<file path="config.mk">
export PLATFORM = sky130hd
export DESIGN_NAME = main_ram_arbiter_flat
export DESIGN_NICKNAME = d
export VERILOG_FILES = /design/src/rtl/main_ram_arbiter_pkg.sv /design/src/rtl/main_ram_arbiter_if.sv /design/src/rtl/main_ram_arb_grant.sv /design/src/rtl/main_ram_arbiter.sv /design/src/flat_wrapper.sv
export SDC_FILE = /design/constraint.sdc
export NUM_CORES = 1
export LEC_CHECK = 0
export BUFFER_PORTS_ARGS = -buffer_cell sky130_fd_sc_hd__buf_2
export CAP_MARGIN = 30
export CORE_MARGIN = 2
export CORE_UTILIZATION = 37
export CTS_BUF_LIST = sky130_fd_sc_hd__clkbuf_8 sky130_fd_sc_hd__clkbuf_16
export DETAILED_ROUTE_END_ITERATION = 12
export GPL_TIMING_DRIVEN = 0
export PLACE_DENSITY = 0.77
export SLEW_MARGIN = 25
export SYNTH_ARGS = -nofsm -noshare
export SYNTH_HDL_FRONTEND = slang
export SYNTH_SLANG_ARGS = --single-unit
</file>
<file path="constraint.sdc">
create_clock -name clk -period 1.5 [get_ports clk]
set_clock_uncertainty 0.05 [all_clocks]
set_input_delay 0.225 -clock clk [delete_from_list [all_inputs] [get_ports clk]]
set_output_delay 0.225 -clock clk [all_outputs]
set_load 0.01 [all_outputs]
</file>
<file path="src/rtl/main_ram_arbiter_pkg.sv">
// Shared constants and types for the main RAM arbiter slice.
package main_ram_pkg;

  localparam int RAM_ADDR_W = 15;
  localparam int RAM_DATA_W = 32;
  localparam int RAM_BE_W   = 4;
  localparam int CPU_ADDR_W = 17;
  localparam int STARVE_W   = 4;

  typedef enum logic [1:0] {
    PORT_CPU = 2'd0,
    PORT_R1  = 2'd1,
    PORT_R2  = 2'd2
  } port_e;

  typedef struct packed {
    logic       valid;
    port_e      port;
    logic [1:0] lane;
  } inflight_t;

  typedef struct packed {
    logic [RAM_ADDR_W-1:0] addr;
    logic [RAM_DATA_W-1:0] wrdata;
    logic [RAM_BE_W-1:0]   bytesel;
    logic                  write;
  } bus_cmd_t;

  function automatic logic [7:0] lane_byte(input logic [RAM_DATA_W-1:0] word,
                                           input logic [1:0]            lane);
    return word[{lane, 3'b000} +: 8];
  endfunction

endpackage

</file>
<file path="src/rtl/main_ram_arbiter_if.sv">
// Requestor-side handshakes plus the RAM slave bus of the main RAM arbiter.
// slave = arbiter view; master = requestors and RAM driving the arbiter.
interface main_ram_arbiter_if;
  import main_ram_pkg::*;

  logic                  cpu_req;
  logic [CPU_ADDR_W-1:0] cpu_addr;
  logic                  cpu_write;
  logic [7:0]            cpu_wrdata;
  logic                  cpu_ack;
  logic [7:0]            cpu_rddata;
  logic                  cpu_rdvalid;

  logic                  r1_req;
  logic [RAM_ADDR_W-1:0] r1_addr;
  logic                  r1_ack;
  logic [RAM_DATA_W-1:0] r1_rddata;
  logic                  r1_rdvalid;

  logic                  r2_req;
  logic [RAM_ADDR_W-1:0] r2_addr;
  logic                  r2_ack;
  logic [RAM_DATA_W-1:0] r2_rddata;
  logic                  r2_rdvalid;

  logic [RAM_ADDR_W-1:0] bus_addr;
  logic [RAM_DATA_W-1:0] bus_wrdata;
  logic [RAM_BE_W-1:0]   bus_wrbytesel;
  logic                  bus_write;
  logic [RAM_DATA_W-1:0] bus_rddata;

  modport slave (
    input  cpu_req, cpu_addr, cpu_write, cpu_wrdata,
    output cpu_ack, cpu_rddata, cpu_rdvalid,
    input  r1_req, r1_addr,
    output r1_ack, r1_rddata, r1_rdvalid,
    input  r2_req, r2_addr,
    output r2_ack, r2_rddata, r2_rdvalid,
    output bus_addr, bus_wrdata, bus_wrbytesel, bus_write,
    input  bus_rddata
  );

  modport master (
    output cpu_req, cpu_addr, cpu_write, cpu_wrdata,
    input  cpu_ack, cpu_rddata, cpu_rdvalid,
    output r1_req, r1_addr,
    input  r1_ack, r1_rddata, r1_rdvalid,
    output r2_req, r2_addr,
    input  r2_ack, r2_rddata, r2_rdvalid,
    input  bus_addr, bus_wrdata, bus_wrbytesel, bus_write,
    output bus_rddata
  );

endinterface

</file>
<file path="src/rtl/main_ram_arb_grant.sv">
// Purpose: combinational CPU-priority / render round-robin grant select with starvation cap.
// Latency: 0 cycles (pure combinational on the req inputs).
// Backpressure: none; a losing requester simply stays pending.
module main_ram_arb_grant
  import main_ram_pkg::*;
#(
  parameter int CPU_MAX_CONSEC = 4
) (
  input  logic                cpu_req,
  input  logic                r1_req,
  input  logic                r2_req,
  input  logic                rr_ptr,
  input  logic [STARVE_W-1:0] starve_cnt,
  output logic                gnt_vld,
  output port_e               gnt_port
);

  localparam logic [STARVE_W-1:0] STARVE_MAX = STARVE_W'(CPU_MAX_CONSEC);

  logic render_pend;
  logic cpu_blocked;

  assign render_pend = r1_req | r2_req;
  assign cpu_blocked = render_pend && (starve_cnt == STARVE_MAX);

  // rr_ptr = 0 prefers port 1, rr_ptr = 1 prefers port 2
  always_comb begin
    gnt_vld  = 1'b0;
    gnt_port = PORT_CPU;
    if (cpu_req && !cpu_blocked) begin
      gnt_vld  = 1'b1;
      gnt_port = PORT_CPU;
    end else if (r1_req && (!r2_req || !rr_ptr)) begin
      gnt_vld  = 1'b1;
      gnt_port = PORT_R1;
    end else if (r2_req) begin
      gnt_vld  = 1'b1;
      gnt_port = PORT_R2;
    end
  end

endmodule

</file>
<file path="src/rtl/main_ram_arbiter.sv">
// Purpose: arbitrate CPU byte port and two render word ports onto the main RAM bus.
// Latency: ack and bus command 1 cycle after req; read data/rdvalid 2 cycles after req.
// Backpressure: req held until ack; one access per cycle, losers stay pending.
module main_ram_arbiter
  import main_ram_pkg::*;
#(
  parameter int CPU_MAX_CONSEC = 4
) (
  input  logic              clk,
  input  logic              rst_n,
  main_ram_arbiter_if.slave ram_if
);

  localparam logic [STARVE_W-1:0] STARVE_MAX = STARVE_W'(CPU_MAX_CONSEC);

  logic                gnt_vld;
  port_e               gnt_port;
  logic                render_pend;
  logic                rr_ptr;
  logic                rr_ptr_nxt;
  logic [STARVE_W-1:0] starve_cnt;
  logic [STARVE_W-1:0] starve_nxt;
  bus_cmd_t            bus_q;
  bus_cmd_t            bus_d;
  inflight_t           ifl_d;
  inflight_t           ifl_s1;
  inflight_t           ifl_s2;
  logic                cpu_ack_q;
  logic                r1_ack_q;
  logic                r2_ack_q;

  assign render_pend = ram_if.r1_req | ram_if.r2_req;

  main_ram_arb_grant #(
    .CPU_MAX_CONSEC(CPU_MAX_CONSEC)
  ) u_grant (
    .cpu_req    (ram_if.cpu_req),
    .r1_req     (ram_if.r1_req),
    .r2_req     (ram_if.r2_req),
    .rr_ptr     (rr_ptr),
    .starve_cnt (starve_cnt),
    .gnt_vld    (gnt_vld),
    .gnt_port   (gnt_port)
  );

  // Pointer moves away from the render port just served; counter only counts CPU wins over waiting render traffic.
  always_comb begin
    rr_ptr_nxt = rr_ptr;
    starve_nxt = starve_cnt;
    if (gnt_vld && gnt_port == PORT_R1) begin
      rr_ptr_nxt = 1'b1;
    end else if (gnt_vld && gnt_port == PORT_R2) begin
      rr_ptr_nxt = 1'b0;
    end
    if (!render_pend || (gnt_vld && gnt_port != PORT_CPU)) begin
      starve_nxt = '0;
    end else if (gnt_vld && starve_cnt < STARVE_MAX) begin
      starve_nxt = starve_cnt + STARVE_W'(1);
    end
  end

  always_comb begin
    bus_d         = bus_q;
    bus_d.write   = 1'b0;
    bus_d.bytesel = '0;
    ifl_d         = '0;
    if (gnt_vld) begin
      if (gnt_port == PORT_CPU) begin
        bus_d.addr    = ram_if.cpu_addr[CPU_ADDR_W-1:2];
        bus_d.wrdata  = {4{ram_if.cpu_wrdata}};
        bus_d.bytesel = RAM_BE_W'(1) << ram_if.cpu_addr[1:0];
        bus_d.write   = ram_if.cpu_write;
        ifl_d         = '{valid: !ram_if.cpu_write, port: PORT_CPU, lane: ram_if.cpu_addr[1:0]};
      end else begin
        bus_d.addr = (gnt_port == PORT_R1) ? ram_if.r1_addr : ram_if.r2_addr;
        ifl_d      = '{valid: 1'b1, port: gnt_port, lane: 2'd0};
      end
    end
  end

  always_ff @(posedge clk or negedge rst_n) begin
    if (!rst_n) begin
      rr_ptr     <= 1'b0;
      starve_cnt <= '0;
      bus_q      <= '0;
      ifl_s1     <= '0;
      ifl_s2     <= '0;
      cpu_ack_q  <= 1'b0;
      r1_ack_q   <= 1'b0;
      r2_ack_q   <= 1'b0;
    end else begin
      rr_ptr     <= rr_ptr_nxt;
      starve_cnt <= starve_nxt;
      bus_q      <= bus_d;
      ifl_s1     <= ifl_d;
      ifl_s2     <= ifl_s1;
      cpu_ack_q  <= gnt_vld && (gnt_port == PORT_CPU);
      r1_ack_q   <= gnt_vld && (gnt_port == PORT_R1);
      r2_ack_q   <= gnt_vld && (gnt_port == PORT_R2);
    end
  end

  assign ram_if.bus_addr      = bus_q.addr;
  assign ram_if.bus_wrdata    = bus_q.wrdata;
  assign ram_if.bus_wrbytesel = bus_q.bytesel;
  assign ram_if.bus_write     = bus_q.write;

  assign ram_if.cpu_ack = cpu_ack_q;
  assign ram_if.r1_ack  = r1_ack_q;
  assign ram_if.r2_ack  = r2_ack_q;

  // ifl_s2 lines up with the cycle the RAM presents data for the access it tracks
  assign ram_if.cpu_rdvalid = ifl_s2.valid && (ifl_s2.port == PORT_CPU);
  assign ram_if.r1_rdvalid  = ifl_s2.valid && (ifl_s2.port == PORT_R1);
  assign ram_if.r2_rdvalid  = ifl_s2.valid && (ifl_s2.port == PORT_R2);
  assign ram_if.cpu_rddata  = ram_if.cpu_rdvalid ? lane_byte(ram_if.bus_rddata, ifl_s2.lane) : 8'h00;
  assign ram_if.r1_rddata   = ram_if.bus_rddata;
  assign ram_if.r2_rddata   = ram_if.bus_rddata;

endmodule

</file>
<file path="src/flat_wrapper.sv">
// flat-port wrapper written by rule: the top's interface ports become plain ports
module main_ram_arbiter_flat import main_ram_pkg::*;
#(
  parameter int CPU_MAX_CONSEC = 4
)
  (clk, rst_n, ram_if_cpu_req, ram_if_cpu_addr, ram_if_cpu_write, ram_if_cpu_wrdata, ram_if_cpu_ack, ram_if_cpu_rddata, ram_if_cpu_rdvalid, ram_if_r1_req, ram_if_r1_addr, ram_if_r1_ack, ram_if_r1_rddata, ram_if_r1_rdvalid, ram_if_r2_req, ram_if_r2_addr, ram_if_r2_ack, ram_if_r2_rddata, ram_if_r2_rdvalid, ram_if_bus_addr, ram_if_bus_wrdata, ram_if_bus_wrbytesel, ram_if_bus_write, ram_if_bus_rddata);
  main_ram_arbiter_if ram_if_i ();
  input  logic clk;
  input  logic rst_n;
  input wire logic [$bits(ram_if_i.cpu_req)-1:0] ram_if_cpu_req;
  input wire logic [$bits(ram_if_i.cpu_addr)-1:0] ram_if_cpu_addr;
  input wire logic [$bits(ram_if_i.cpu_write)-1:0] ram_if_cpu_write;
  input wire logic [$bits(ram_if_i.cpu_wrdata)-1:0] ram_if_cpu_wrdata;
  output wire logic [$bits(ram_if_i.cpu_ack)-1:0] ram_if_cpu_ack;
  output wire logic [$bits(ram_if_i.cpu_rddata)-1:0] ram_if_cpu_rddata;
  output wire logic [$bits(ram_if_i.cpu_rdvalid)-1:0] ram_if_cpu_rdvalid;
  input wire logic [$bits(ram_if_i.r1_req)-1:0] ram_if_r1_req;
  input wire logic [$bits(ram_if_i.r1_addr)-1:0] ram_if_r1_addr;
  output wire logic [$bits(ram_if_i.r1_ack)-1:0] ram_if_r1_ack;
  output wire logic [$bits(ram_if_i.r1_rddata)-1:0] ram_if_r1_rddata;
  output wire logic [$bits(ram_if_i.r1_rdvalid)-1:0] ram_if_r1_rdvalid;
  input wire logic [$bits(ram_if_i.r2_req)-1:0] ram_if_r2_req;
  input wire logic [$bits(ram_if_i.r2_addr)-1:0] ram_if_r2_addr;
  output wire logic [$bits(ram_if_i.r2_ack)-1:0] ram_if_r2_ack;
  output wire logic [$bits(ram_if_i.r2_rddata)-1:0] ram_if_r2_rddata;
  output wire logic [$bits(ram_if_i.r2_rdvalid)-1:0] ram_if_r2_rdvalid;
  output wire logic [$bits(ram_if_i.bus_addr)-1:0] ram_if_bus_addr;
  output wire logic [$bits(ram_if_i.bus_wrdata)-1:0] ram_if_bus_wrdata;
  output wire logic [$bits(ram_if_i.bus_wrbytesel)-1:0] ram_if_bus_wrbytesel;
  output wire logic [$bits(ram_if_i.bus_write)-1:0] ram_if_bus_write;
  input wire logic [$bits(ram_if_i.bus_rddata)-1:0] ram_if_bus_rddata;
  assign ram_if_i.cpu_req = ram_if_cpu_req;
  assign ram_if_i.cpu_addr = ram_if_cpu_addr;
  assign ram_if_i.cpu_write = ram_if_cpu_write;
  assign ram_if_i.cpu_wrdata = ram_if_cpu_wrdata;
  assign ram_if_cpu_ack = ram_if_i.cpu_ack;
  assign ram_if_cpu_rddata = ram_if_i.cpu_rddata;
  assign ram_if_cpu_rdvalid = ram_if_i.cpu_rdvalid;
  assign ram_if_i.r1_req = ram_if_r1_req;
  assign ram_if_i.r1_addr = ram_if_r1_addr;
  assign ram_if_r1_ack = ram_if_i.r1_ack;
  assign ram_if_r1_rddata = ram_if_i.r1_rddata;
  assign ram_if_r1_rdvalid = ram_if_i.r1_rdvalid;
  assign ram_if_i.r2_req = ram_if_r2_req;
  assign ram_if_i.r2_addr = ram_if_r2_addr;
  assign ram_if_r2_ack = ram_if_i.r2_ack;
  assign ram_if_r2_rddata = ram_if_i.r2_rddata;
  assign ram_if_r2_rdvalid = ram_if_i.r2_rdvalid;
  assign ram_if_bus_addr = ram_if_i.bus_addr;
  assign ram_if_bus_wrdata = ram_if_i.bus_wrdata;
  assign ram_if_bus_wrbytesel = ram_if_i.bus_wrbytesel;
  assign ram_if_bus_write = ram_if_i.bus_write;
  assign ram_if_i.bus_rddata = ram_if_bus_rddata;
  main_ram_arbiter #(.CPU_MAX_CONSEC(CPU_MAX_CONSEC)) u_core (.clk(clk), .rst_n(rst_n), .ram_if(ram_if_i));
endmodule
</file>
==> results.py <==
metrics = {
    "run_status": {
        "status": "finished with violations",
        "violations": "setup timing",
    },
    "job": {
        "maxCapViolCount": 0,
    },
    "worst_setup_path": {
        "arrival_ns": 1.60,
        "cp.required_ns": 1.22,
        "cp_max_fo": 8,
        "start_kind": "flip-flop",
        "path_class": "reg -> out",
        "critical_path.startpoint": "u_core.ifl_s2[0]",
        "end_kind": "output port",
        "r2r_start": "u_core.starve_cnt[0]",
    },
    "sta": {
        "post-route-min-period_ns": 1.88,
        "setup_tns_ns": -4.02,
        "hold_ws_ns": 0.0872,
        "finalWorstSetupSlack_ns": -0.379,
        "rsz0062_at_grt": "true",
        "drv_slew": 0,
        "maxSlewHeadroom_pct": 55.8,
        "fmax_ghz": 0.532,
        "finalHoldViolCount": 0,
        "tightest_slew_ns": 0.663,
        "finalCritPeriodShare_pct": 125,
        "setup_violations": 30,
    },
    "pwr": {
        "vdd_ir_drop_max_mv": 0.615,
        "p_leak_uw": 0.00257,
        "total_power_uw": 3720,
        "cellPowerDensity_nw_per_um2": 786,
    },
    "clock_tree": {
        "clkSinkCount": 46,
        "clockBufferDepth": 2,
        "cts-buffers-inserted": 5,
        "clkLatencyLatePin_ns": 0.29,
        "htree_levels": 2,
        "cts.clk_slew.worst_paths_ns": 0.08,
        "clock-root-buffer": "clkbuf_8",
        "cts_tree": "yes",
    },
    "die": {
        "fp-row-count": 33,
        "die_w_um": 95.4,
        "core_area_um2": 8180,
        "start_util_pct": 37.8,
        "dieArea_um2": 9100,
        "ios": 223,
        "die_h_um": 95.4,
    },
    "yosys": {
        "netlist_area_um2": 3090,
        "synth.area.mux_share_pct": 19.6,
        "ys.warnings.count": 0,
        "yosys.area_share.simple_pct": 7.45,
        "synth_xor_area_share_pct": 0.283,
        "yosys.area_share.adder_pct": 0.810,
        "synth_ff_type": "dfrtp_1",
        "synth_compound_area_share_pct": 8.79,
        "synthArstFlopShare_pct": 100,
        "synth_nets": 372,
        "synth_edf_count": 0,
        "synth_cell_type_count": 36,
        "ys_seq_area_share_pct": 37.2,
        "avgSynthCellArea_um2": 11.2,
        "synthCells": 277,
        "ys_ff_latch": 46,
        "synth_top_family_by_area": "buffers and inverters",
    },
    "placement": {
        "dp_worst_setup_slack_ns": -0.272,
        "gp_congestion": 0.773,
        "io_buffers": 222,
        "place_hpwl_mm": 7.39,
    },
    "route": {
        "drc_errors": 0,
        "postRouteAntennaNets": 0,
        "drt_wl_total_mm": 9.35,
        "firstDrtPassIters": 6,
        "wl_per_cell_um": 15.0,
        "viasPerCell": 4.65,
        "vias": 2909,
        "drt_iter0_drc": 83,
    },
    "finish": {
        "diodes": 0,
        "final_cell_mix": "221 x buf_2, 96 x buf_4, 46 x dfrtp_1, 31 x mux2i_1, 16 x o21ai_0",
        "n_fill_cell": 710,
        "syn2layout_area_growth_pct": 52.9,
        "layout_commonest_cell": "buf_2",
        "fin_util_pct": 57.8,
        "drive_above_1_share_pct": 71.9,
        "nets": 615,
    },
    "global_routing": {
        "grt_max_degree": 25,
        "grt_pass1_wl_mm": 13.2,
        "first_global_vias": 2675,
        "grt.overflow.total": 0,
        "antenna_found_initial": 0,
        "track_usage_pct": 19.1,
    },
    "worst_hold_path": {
        "hp-class": "in -> reg",
        "hold_start": "ram_if_cpu_addr[1]",
    },
}
## routing by layer
layer,track usage (%),routed length [µm]
met2,37.4,5210
met3,3.79,644
met5,0,0
met4,5.00,118
met1,20.7,3380
## stage by stage
step | cell area [µm²] | std cells
3_5_place_dp | 4360 | 605
4_1_cts | 4610 | 623
3_3_place_gp | 4340 | 604
5_1_grt | 4720 | 625
2_1_floorplan | 3090 | 277
6_report | 4720 | 625
## cells by family (layout without fill, tap and decap cells)
group           count (synthesis)  in the layout
xor+xnor                        1              1
buf+inv                       109            351
simple gates                   35             36
compound gates                 37             37
mux                            47             47
flops                          46             46
fa+ha+maj                       2              2
## cells in the mapped netlist (3+ instances only)
cell type | number | area [µm²]
mux2_4 | 7 | 105
mux4_2 | 8 | 180
o32a_1 | 15 | 150
and3_1 | 3 | 18.8
buf_2 | 4 | 20.0
inv_1 | 5 | 18.8
nor3_1 | 5 | 25.0
o21ai_0 | 16 | 80.1
mux2i_1 | 31 | 310
buf_6 | 4 | 45.0
nor2b_1 | 10 | 62.6
buf_4 | 89 | 668
dfrtp_1 | 46 | 1150
nor2_1 | 5 | 18.8
nand2_1 | 3 | 11.3
## repair_timing
| item | CTS | global route |
|---|---|---|
| endpoints found under the setup margin | 32 | 38 |
| pin swaps | 7 | 5 |
| buffers inserted | 10 | 3 |
| resized for setup | 8 | 20 |
| hold buffers | 1 | 0 |
| gates cloned | 2 | 0 |
| hold endpoints to repair | 23 | 0 |
## worst paths after layout
check / cells after the start / to / slack (ns)
min reg2reg: 0 / u_core.ifl_s2[2] / 0.30
max in group asynchronous: 3 / u_core.ram_if.bus_wrbytesel[2] / 0.47
max reg2reg: 8 / u_core.ram_if.bus_wrdata[26] / -0.12
min: 2 / u_core.ram_if.bus_wrbytesel[0] / 0.09
max: 4 / ram_if_cpu_rddata[4] / -0.38
min in group asynchronous: 2 / u_core.ram_if.bus_addr[7] / 0.40
## critical path, cell delays in order, from the launching register on
cell and delay, ns:
dfrtp_1 0.34, buf_6 0.16, mux4_2 0.53, nor2b_1 0.14, buf_2 0.13
## where the power goes
group | internal (µW) | switching [µW]
Clock | 533 | 397
Combinational | 748 | 605
Sequential | 1350 | 82.3
## flip-flops by register name, summed over array words and instances (netlist names)
name and count:
u_core.rr_ptr 1, u_core.ram_if.bus_wrdata 8, u_core.ram_if.r1_ack 1, u_core.starve_cnt 4, u_core.ram_if.cpu_ack 1, u_core.ram_if.bus_write 1, u_core.ram_if.bus_wrbytesel 4, u_core.ram_if.bus_addr 15
u_core.ram_if.r2_ack 1, u_core.ifl_s1 5, u_core.ifl_s2 5
## layout make-up
type | instances | area [µm²] | area share [%]
Timing Repair Buffer | 237 | 1310 | 27.8
Multi-Input combinational cell | 123 | 1220 | 25.8
Sequential cell | 46 | 1150 | 24.4
Buffer | 100 | 771 | 16.3
Tap cell | 105 | 131 | 2.78
Clock buffer | 6 | 82.6 | 1.75
Clock inverter | 1 | 30.0 | 0.636
Inverter | 7 | 28.8 | 0.609
No activity file was read; power rests on OpenSTA's default activity.
